## config.mk

```make
export PLATFORM = sky130hd
export DESIGN_NAME = iob_aclint_flat
export DESIGN_NICKNAME = d
export VERILOG_FILES = /design/src/rtl/iob_aclint_if.sv /design/src/rtl/iob_aclint.sv /design/src/flat_wrapper.sv
export SDC_FILE = /design/constraint.sdc
export NUM_CORES = 1
export LEC_CHECK = 0
export CAP_MARGIN = 25
export CORE_MARGIN = 5
export CORE_UTILIZATION = 64
export CTS_CLUSTER_SIZE = 10
export DETAILED_ROUTE_END_ITERATION = 8
export GPL_TIMING_DRIVEN = 0
export PLACE_DENSITY_LB_ADDON = 0.05
export SLEW_MARGIN = 5
export SYNTH_ARGS = -nofsm -noshare
export SYNTH_HDL_FRONTEND = slang
export SYNTH_SLANG_ARGS = --single-unit
```

## constraint.sdc

```tcl
create_clock -name clk -period 18.7 [get_ports clk]
set_clock_uncertainty 0.2 [all_clocks]
set_input_delay 2.805 -clock clk [delete_from_list [all_inputs] [get_ports clk]]
set_output_delay 2.805 -clock clk [all_outputs]
set_load 0.05 [all_outputs]
```

## src/rtl/iob_aclint_if.sv

```systemverilog
// iob native bus bundle used by the ACLINT block.
// Master drives the request, slave returns rdata/ready one cycle later.
interface iob_aclint_if #(
    parameter int ADDR_W = 16,
    parameter int DATA_W = 32
);
    logic                  valid;
    logic [ADDR_W-1:0]     address;
    logic [DATA_W-1:0]     wdata;
    logic [DATA_W/8-1:0]   wstrb;
    logic [DATA_W-1:0]     rdata;
    logic                  ready;

    modport master (
        output valid, address, wdata, wstrb,
        input  rdata, ready
    );

    modport slave (
        input  valid, address, wdata, wstrb,
        output rdata, ready
    );
endinterface

```

## src/rtl/iob_aclint.sv

```systemverilog
// ACLINT timer and software-interrupt block on the iob bus.
// MTIMER (mtime/mtimecmp), MSWI (msip) and SSWI (edge ssip) devices.
module iob_aclint #(
    parameter int ADDR_W      = 16,
    parameter int DATA_W      = 32,
    parameter int N_CORES     = 1,
    parameter int RTC_MODE    = 0,
    parameter int CLK_DIV     = 1000,
    parameter int SYNC_STAGES = 2
) (
    input  logic               clk,
    input  logic               rst,
    input  logic               rt_clk,
    iob_aclint_if.slave        bus,
    output logic [N_CORES-1:0] mtip,
    output logic [N_CORES-1:0] msip,
    output logic [N_CORES-1:0] ssip
);

    localparam int PW = (CLK_DIV > 1) ? $clog2(CLK_DIV) : 1;

    localparam logic [ADDR_W-1:0] MTIME_LO = ADDR_W'(32'hBFF8);
    localparam logic [ADDR_W-1:0] MTIME_HI = ADDR_W'(32'hBFFC);

    function automatic logic [31:0] merge(
        input logic [31:0] old,
        input logic [31:0] d,
        input logic [3:0]  s
    );
        logic [31:0] r;
        r = old;
        for (int i = 0; i < 4; i++)
            if (s[i]) r[8*i +: 8] = d[8*i +: 8];
        return r;
    endfunction

    logic [DATA_W-1:0]   wd;
    logic [DATA_W/8-1:0] ws;
    logic                wr;
    logic                rd;

    assign wd = bus.wdata;
    assign ws = bus.wstrb;
    assign wr = bus.valid & (|bus.wstrb);
    assign rd = bus.valid & ~(|bus.wstrb);

    logic [N_CORES-1:0] msip_hit;
    logic [N_CORES-1:0] cmpl_hit;
    logic [N_CORES-1:0] cmph_hit;
    logic [N_CORES-1:0] ssip_hit;
    logic               mtl_hit;
    logic               mth_hit;

    // Exact full-width matches only, so no region aliases into another.
    always_comb begin
        msip_hit = '0;
        cmpl_hit = '0;
        cmph_hit = '0;
        ssip_hit = '0;
        for (int k = 0; k < N_CORES; k++) begin
            msip_hit[k] = bus.address == ADDR_W'(32'h0000 + 4*k);
            cmpl_hit[k] = bus.address == ADDR_W'(32'h4000 + 8*k);
            cmph_hit[k] = bus.address == ADDR_W'(32'h4004 + 8*k);
            ssip_hit[k] = bus.address == ADDR_W'(32'hC000 + 4*k);
        end
    end

    assign mtl_hit = bus.address == MTIME_LO;
    assign mth_hit = bus.address == MTIME_HI;

    logic [PW-1:0]          presc;
    logic                   div_tick;
    logic [SYNC_STAGES-1:0] sync;
    logic                   rt_prev;
    logic                   rt_tick;
    logic                   tick;

    assign div_tick = presc == PW'(CLK_DIV - 1);
    assign rt_tick  = sync[SYNC_STAGES-1] & ~rt_prev;
    assign tick     = (RTC_MODE != 0) ? rt_tick : div_tick;

    always_ff @(posedge clk or posedge rst) begin
        if (rst) begin
            presc   <= '0;
            sync    <= '0;
            rt_prev <= 1'b0;
        end else begin
            presc   <= div_tick ? '0 : presc + PW'(1);
            sync    <= {sync[SYNC_STAGES-2:0], rt_clk};
            rt_prev <= sync[SYNC_STAGES-1];
        end
    end

    logic [63:0] mtime;
    logic [63:0] mtime_nxt;
    logic [31:0] shadow;
    logic [63:0] mtimecmp [N_CORES];

    // A bus write to either mtime half suppresses that cycle's increment.
    always_comb begin
        mtime_nxt = mtime;
        if (wr && mtl_hit)
            mtime_nxt[31:0] = merge(mtime[31:0], wd, ws);
        else if (wr && mth_hit)
            mtime_nxt[63:32] = merge(mtime[63:32], wd, ws);
        else if (tick)
            mtime_nxt = mtime + 64'd1;
    end

    always_ff @(posedge clk or posedge rst) begin
        if (rst) begin
            mtime  <= '0;
            shadow <= '0;
        end else begin
            mtime <= mtime_nxt;
            if (rd && mtl_hit)
                shadow <= mtime[63:32];
        end
    end

    always_ff @(posedge clk or posedge rst) begin
        if (rst) begin
            for (int k = 0; k < N_CORES; k++)
                mtimecmp[k] <= '1;
        end else begin
            for (int k = 0; k < N_CORES; k++) begin
                if (wr && cmpl_hit[k])
                    mtimecmp[k][31:0] <=
                        merge(mtimecmp[k][31:0], wd, ws);
                if (wr && cmph_hit[k])
                    mtimecmp[k][63:32] <=
                        merge(mtimecmp[k][63:32], wd, ws);
            end
        end
    end

    always_ff @(posedge clk or posedge rst) begin
        if (rst) begin
            mtip <= '0;
            msip <= '0;
            ssip <= '0;
        end else begin
            for (int k = 0; k < N_CORES; k++) begin
                mtip[k] <= mtime >= mtimecmp[k];
                if (wr && msip_hit[k] && ws[0])
                    msip[k] <= wd[0];
                ssip[k] <= wr & ssip_hit[k] & ws[0] & wd[0];
            end
        end
    end

    logic [DATA_W-1:0] rmux;
    logic [DATA_W-1:0] rdata_q;
    logic              ready_q;

    always_comb begin
        rmux = '0;
        if (mtl_hit) rmux = mtime[31:0];
        if (mth_hit) rmux = shadow;
        for (int k = 0; k < N_CORES; k++) begin
            if (msip_hit[k])
                rmux = {{(DATA_W-1){1'b0}}, msip[k]};
            if (cmpl_hit[k])
                rmux = mtimecmp[k][31:0];
            if (cmph_hit[k])
                rmux = mtimecmp[k][63:32];
        end
    end

    always_ff @(posedge clk or posedge rst) begin
        if (rst) begin
            rdata_q <= '0;
            ready_q <= 1'b0;
        end else begin
            rdata_q <= rd ? rmux : '0;
            ready_q <= bus.valid;
        end
    end

    assign bus.rdata = rdata_q;
    assign bus.ready = ready_q;

endmodule

```

## src/flat_wrapper.sv

```systemverilog
// flat-port wrapper written by rule: the top's interface ports become plain ports
module iob_aclint_flat 
#(
    parameter int ADDR_W      = 16,
    parameter int DATA_W      = 32,
    parameter int N_CORES     = 1,
    parameter int RTC_MODE    = 0,
    parameter int CLK_DIV     = 1000,
    parameter int SYNC_STAGES = 2
)
  (clk, rst, rt_clk, mtip, msip, ssip, bus_valid, bus_address, bus_wdata, bus_wstrb, bus_rdata, bus_ready);
  iob_aclint_if #(.ADDR_W(ADDR_W), .DATA_W(DATA_W)) bus_i ();
  input  logic clk;
  input  logic rst;
  input  logic rt_clk;
  output logic [N_CORES-1:0] mtip;
  output logic [N_CORES-1:0] msip;
  output logic [N_CORES-1:0] ssip;
  input wire logic [$bits(bus_i.valid)-1:0] bus_valid;
  input wire logic [$bits(bus_i.address)-1:0] bus_address;
  input wire logic [$bits(bus_i.wdata)-1:0] bus_wdata;
  input wire logic [$bits(bus_i.wstrb)-1:0] bus_wstrb;
  output wire logic [$bits(bus_i.rdata)-1:0] bus_rdata;
  output wire logic [$bits(bus_i.ready)-1:0] bus_ready;
  assign bus_i.valid = bus_valid;
  assign bus_i.address = bus_address;
  assign bus_i.wdata = bus_wdata;
  assign bus_i.wstrb = bus_wstrb;
  assign bus_rdata = bus_i.rdata;
  assign bus_ready = bus_i.ready;
  iob_aclint #(.ADDR_W(ADDR_W), .DATA_W(DATA_W), .N_CORES(N_CORES), .RTC_MODE(RTC_MODE), .CLK_DIV(CLK_DIV), .SYNC_STAGES(SYNC_STAGES)) u_core (.clk(clk), .rst(rst), .rt_clk(rt_clk), .bus(bus_i), .mtip(mtip), .msip(msip), .ssip(ssip));
endmodule
```

==> results of run 1 <==
worst paths after layout:
kind	start	endpoint	slack, ns
min reg2reg	u_core.shadow[12]	u_core.shadow[12]	0.29
min	u_core.shadow[12]	u_core.shadow[12]	0.29
max in group asynchronous	rst	u_core.mtime[37]	14.68
min in group asynchronous	rst	u_core.bus.rdata[28]	2.55
max reg2reg	u_core.mtime[21]	u_core.mtime[43]	15.44
max	bus_address[1]	u_core.bus.rdata[10]	13.21
flip-flops by register name, summed over array words and instances (netlist names):
register / count
u_core.bus.rdata: 32
u_core.bus.ready: 1
u_core.msip: 1
u_core.mtime: 64
u_core.mtimecmp: 64
u_core.mtip: 1
u_core.presc: 10
u_core.shadow: 32
u_core.ssip: 1
Yosys cell counts (all sizes together) (30+ instances only):
cell type and count:
dfrtp 142, mux2 96, a21oi 85, nand2 82
nand3 77, inv 75, ha 66, a22oi 64
dfstp 64, nor2 56, o21ai 45, nand4 37
and3 30
power breakdown:
group	switching (W)	leakage, nW	internal, W
clock network	0.000178	0.335	0.000251
registers	0.0000000961	2.61	0.000447
logic	0.0000215	2.78	0.0000123
total	0.000199	5.72	0.000710
cell type report:
cell class                      count  area, sq um  area share
Clock buffer                       43        703.2     0.05115
Sequential cell                   206         5235      0.3808
Inverter                           75        289.0     0.02102
Tap cell                          229        286.5     0.02084
Timing Repair Buffer               90        913.4     0.06644
Buffer                             52        270.3     0.01966
Multi-Input combinational cell    850         6050      0.4401
logic make-up (layout without fill, tap and decap cells):
kind of cell               count (synthesis)  count (layout)  synth area share
AOI/OAI and AO/OA                        299             299            0.1674
DFF                                      206             206            0.4423
buffers and inverters                    127             260           0.04662
muxes                                    101             101           0.09556
xor gates and xnor gates                   6               6          0.004441
adders and majority gates                 66              66           0.06977
and+or+nand+nor                          378             378            0.1739
stage by stage:
stage | total power (W) | worst slack (ns)
floorplan | 0.0004656 | 10.18
global placement | 0.0004869 | 7.563
detailed placement | 0.0004881 | 12.76
CTS | 0.0009125 | 13.27
global route | 0.0009363 | 13.10
finish | 0.0009094 | 13.21
metal layers:
metal	global-route usage	wire (um)	up-vias	share of wire
met5	0	0	-	0
li1	-	-	4692	-
met3	0.05512	3146	145	0.083
met4	0.1783	2317	0	0.061
met2	0.5776	18030	584	0.47
met1	0.4577	14490	5230	0.38
==> results.tsv, run 1 <==
stage	metric	value	unit
drt	drt_first_iter_violations	1254	
yosys	synth_top_area_frac	0.3002	
yosys	syn-num-nets	1305	
place	placed_cells	1502	
setup_path	path_cells	clkdlybuf4s50_1 > or3_1 > buf_2 > or2_2 > nor2_1 > clkbuf_1 > a22oi_1 > a21oi_1	
grt	grt_pass1_wl	59400	um
setup_path	worstPathMaxFanout	10	
final_layout	final_net_count	1421	
drt	detail-route-antenna-nets	0	
power_and_ir_drop	peakVddDrop	0.06683	mV
final_layout	final_common_cell	dfrtp_1	
floorplan	start_util	0.6544	
drt	vias_per_cell	6.894	
setup_path	r2r_cells	6	
yosys	synth_edf_count	0	
clock_tree	numCtsBuffers	24	
setup_path	crit_path_end_kind	flop	
final_layout	layout-drive-gt1-share	0.1611	
clock_tree	clkLatencyLatePin	0.52	ns
floorplan	core	18090	sq um
sta	tightest_slew	0.9341	ns
setup_path	worstPathRequired	18.92	ns
final_layout	stdcell_area	13750	sq um
sta	relSlewSlack	0.3731	
sta	setup_viol_count_final	0	
floorplan	fp.dieH	146.0	um
sta	final_max_slew_viol_count	0	
yosys	synth.top_cells.by_area	dfrtp_1, dfstp_2, ha_1, mux2_2, a22oi_1	
clock_tree	root_buffer	clkbuf_16	
final_layout	antennaDiodeCount	0	
setup_path	cp_top_family	simple AND/OR/NAND/NOR gates	
yosys	synth-warning-count	0	
yosys	async_reset_ff_frac	1.000	
setup_path	cpMaxStageDelayCell	nor2_1	
clock_tree	post-cts-setup-buffers	0	
place	gp_congestion	0.9875	
hold_path	hp-class	reg2reg	
floorplan	io_pins	92	
power_and_ir_drop	p_leak	5.720	nW
drt	vias	10650	
sta	fmax	182.2	MHz
final_layout	finalNonFillerCells	1545	
final_layout	area_growth	16.14	%
place	portBuffers	88	
final_layout	fill_cells	1278	
final_layout	final_core_util	0.7601	
yosys	seq_area_frac_synth	0.4423	
floorplan	die_w	146.0	um
clock_tree	cts_hold_buffers	0	
drt	avgRoutedWirePerCell	24.59	um
drt	routed_wl	37980	um
clock_tree	cts_buffer_depth	3	
floorplan	die_area	21310	sq um
sta	finalCritPeriodShare	0.2935	
yosys	avgSynthCellArea	10.01	sq um
yosys	synth_cell_types	79	
setup_path	critPathLaunchType	input pin	
grt	grt_usage	0.3526	
hold_path	min_path_cells	1	
final_layout	layout_common_cells	dfrtp_1, clkdlybuf4s50_1, a21oi_1, nand2_1, inv_1	
setup_path	path_buf_inv	3	
clock_tree	post_cts_resized	0	
grt	grt_pass1_vias	10470	
sta	tns	0	ns
clock_tree	clock_sinks	206	
yosys	yosys.area.top_type	dfrtp_1	
yosys	netlist_area	11840	sq um
place	place_area	13040	sq um
clock_tree	clkTransAtPathRegs	0.05	ns
yosys	synthCells	1183	
clock_tree	htreeDepth	1	
job	cap_viol_max_count	0	
yosys	ys_seq_elements	206	
clock_tree	cts_tree	done	
drt	route.detailed.drc	0	
floorplan	rows	49	
sta	layout_min_cycle_time	5.488	ns
status	status	finished, final reports clean	
drt	first_pass_iters	6	
grt	antenna_found_initial	0	
place	hpwl	27660	um
grt	grt_max_degree	129	
setup_path	crit_arrival	5.71	ns
power_and_ir_drop	power.density	66.16	nW/um^2
sta	holdWs	0.2866	ns
sta	grt_setup_unrepaired	false	
yosys	synth-main-ff-cell	dfrtp_1	
setup_path	max_stage_delay	0.59	ns
grt	overflow	0	
sta	final-hold-violation-count	0	
setup_path	worstSetupPathType	in2reg	
setup_path	worstSetupPathDepth	8	
(Power assumes the default switching activity.)
==> inputs of run 2 (changes only) <==
--- a/config.mk
+++ b/config.mk
@@ -7,7 +7,7 @@
 export LEC_CHECK = 0
 export CAP_MARGIN = 25
 export CORE_MARGIN = 5
-export CORE_UTILIZATION = 64
+export CORE_UTILIZATION = 59
 export CTS_CLUSTER_SIZE = 10
 export DETAILED_ROUTE_END_ITERATION = 8
 export GPL_TIMING_DRIVEN = 0
==> constraint.sdc (replaced) <==
create_clock -name clk -period 5.27 [get_ports clk]
set_clock_uncertainty 0.2 [all_clocks]
set_input_delay 0.7905 -clock clk [delete_from_list [all_inputs] [get_ports clk]]
set_output_delay 0.7905 -clock clk [all_outputs]
set_load 0.05 [all_outputs]
==> run 2 against run 1 <==
Core utilization shrank 4.9 points. First-iteration DRC count down 18%. Cell count increased by 2.8%. Clock power rose to 3.7 times the previous value. Setup slack got worse by 11 ns. Flip-flop and latch count did not move. Combinational power rose to 3.7 times the previous value. Final area grew 1.3%. Non-clock buffer count rose by 5. Global-route usage shrank 2.7 points. Via count fell by 0.93%. Largest cell class unchanged. Highest routed layer is now met5.
==> results.tsv, run 2 (synthesis results as in run 1) <==
stage	metric	value	unit	change
status	status	finished, final reports clean		
clock_tree	numCtsBuffers	25		+4.2%
setup_path	path_cells	clkdlybuf4s50_1 > or3b_4 > nor3_2 > and3_1 > clkbuf_1 > clkbuf_1 > a22oi_1 > a21oi_1		
power_and_ir_drop	peakVddDrop	0.2112	mV	+220%
clock_tree	post-cts-setup-buffers	0		unchanged
sta	layout_min_cycle_time	3.517	ns	
sta	holdWs	0.2842	ns	-0.002312 ns
sta	final_max_slew_viol_count	0		unchanged
grt	grt_usage	0.3253		-0.02728
setup_path	cp_top_family	buffers and inverters		
setup_path	path_buf_inv	3		unchanged
drt	routed_wl	36990	um	-2.6%
final_layout	layout_common_cells	dfrtp_1, clkdlybuf4s50_1, a21oi_1, nand2_1, inv_1		
setup_path	max_stage_delay	0.54	ns	-0.05 ns
clock_tree	htreeDepth	1		unchanged
sta	setup_viol_count_final	0		unchanged
floorplan	core	19590	sq um	+8.3%
drt	vias	10550		-0.93%
final_layout	final_net_count	1427		+0.42%
grt	overflow	0		unchanged
sta	final-hold-violation-count	0		unchanged
place	hpwl	27210	um	-1.6%
floorplan	io_pins	92		unchanged
place	portBuffers	88		unchanged
grt	grt_pass1_vias	10570		+0.94%
grt	grt_max_degree	42		-67%
drt	drt_first_iter_violations	1032		-18%
setup_path	critPathLaunchType	input pin		
setup_path	worstPathMaxFanout	10		unchanged
final_layout	finalNonFillerCells	1589		+2.8%
clock_tree	cts_hold_buffers	0		unchanged
final_layout	area_growth	17.64	%	
sta	fmax	284.3	MHz	
clock_tree	cts_tree	done		
setup_path	crit_path_frequent_cell	clkbuf_1		
power_and_ir_drop	power	0.003305	W	+260%
place	placed_cells	1543		+2.7%
final_layout	layout-drive-gt1-share	0.1669		+0.005824
place	gp_congestion	1.041		+5.4%
final_layout	antennaDiodeCount	0		unchanged
final_layout	top_regs	u_core.mtime x64, u_core.mtimecmp x64		
sta	relSlewSlack	0.4068		+0.03371
sta	tightest_slew	0.8817	ns	-0.05242 ns
drt	detail-route-antenna-nets	0		unchanged
sta	finalCritPeriodShare	0.6674		
power_and_ir_drop	p_leak	5.779	nW	+1.0%
drt	route.detailed.drc	0		unchanged
final_layout	fill_cells	1525		+19%
clock_tree	root_buffer	clkbuf_16		
setup_path	crit_path_end_kind	flop		
clock_tree	clock_sinks	206		unchanged
setup_path	worstPathRequired	5.49	ns	-13.43 ns
clock_tree	post_cts_resized	0		unchanged
power_and_ir_drop	power.density	237.4	nW/um^2	+260%
floorplan	die_area	22990	sq um	+7.9%
floorplan	start_util	0.6042		-0.05024
drt	vias_per_cell	6.641		-3.7%
clock_tree	clkTransAtPathRegs	0.06	ns	about the same
floorplan	die_w	151.6	um	+3.9%
floorplan	rows	51		+4.1%
setup_path	worstSetupPathType	in2reg		
drt	first_pass_iters	6		unchanged
grt	antenna_found_initial	2		+2
clock_tree	cts_buffer_depth	3		unchanged
job	cap_viol_max_count	0		unchanged
final_layout	final_common_cell	dfrtp_1		
clock_tree	clkLatencyLatePin	0.53	ns	about the same
setup_path	cpMaxStageDelayCell	clkbuf_1		
floorplan	fp.dieH	151.6	um	+3.9%
grt	grt_pass1_wl	58330	um	-1.8%
setup_path	crit_arrival	3.74	ns	-1.97 ns
sta	grt_setup_unrepaired	false		
hold_path	hp-class	reg2reg		
drt	avgRoutedWirePerCell	23.28	um	-5.3%
-- run 2: path summary, 6_finish.rpt --
kind / slack [ns] / to / cells after the start / from
worst min register to register: 0.28 / u_core.presc[0] / 1 / u_core.presc[0]
worst min-delay path: 0.28 / u_core.presc[0] / 1 / u_core.presc[0]
max in group asynchronous: 3.35 / u_core.mtimecmp[38] / 6 / rst
worst max register to register: 2.12 / u_core.mtime[43] / 6 / u_core.mtime[21]
worst max-delay path: 1.75 / u_core.bus.rdata[1] / 8 / bus_address[2]
min in group asynchronous: 0.47 / u_core.shadow[24] / 3 / rst
-- run 2: layer usage --
metal  wire length (um)  vias up  share of wire  track usage
li1                   -     4708              -            -
met1              14270     5075           0.39       0.4194
met2              17310      608           0.47       0.5289
met3               3307      157          0.089      0.05919
met4               2086        4          0.056       0.1622
met5                 23        -        0.00062            0
-- run 2: layout make-up --
type                    instances  area [sq um]  area share
repair buffers                 95          1008     0.07242
plain buffers                  52         270.3     0.01941
well taps                     265         331.6     0.02381
flip-flops and latches        206          5235      0.3760
inverters                      75         285.3     0.02049
clock inverters                 2         17.52    0.001258
clock buffers                  44         726.9     0.05221
multi-input cells             850          6050      0.4345
-- run 2: through the flow --
step / util / area, sq um / worst slack (ns) / setup TNS (ns)
6_report: 0.7108 / 13920 / 1.753 / 0
5_1_grt: 0.7108 / 13920 / 1.630 / 0
4_1_cts: 0.7108 / 13920 / 1.853 / 0
3_5_place_dp: 0.6728 / 13180 / 1.367 / 0
3_3_place_gp: 0.6663 / 13050 / -0.01841 / -0.8413
2_1_floorplan: - / 11840 / 1.659 / 0
-- run 2: report_power, final --
group / total, W / internal (W) / switching, W
logic: 0.000125 / 0.0000505 / 0.0000740
clock network: 0.00159 / 0.000928 / 0.000667
registers: 0.00159 / 0.00159 / 0.000000376
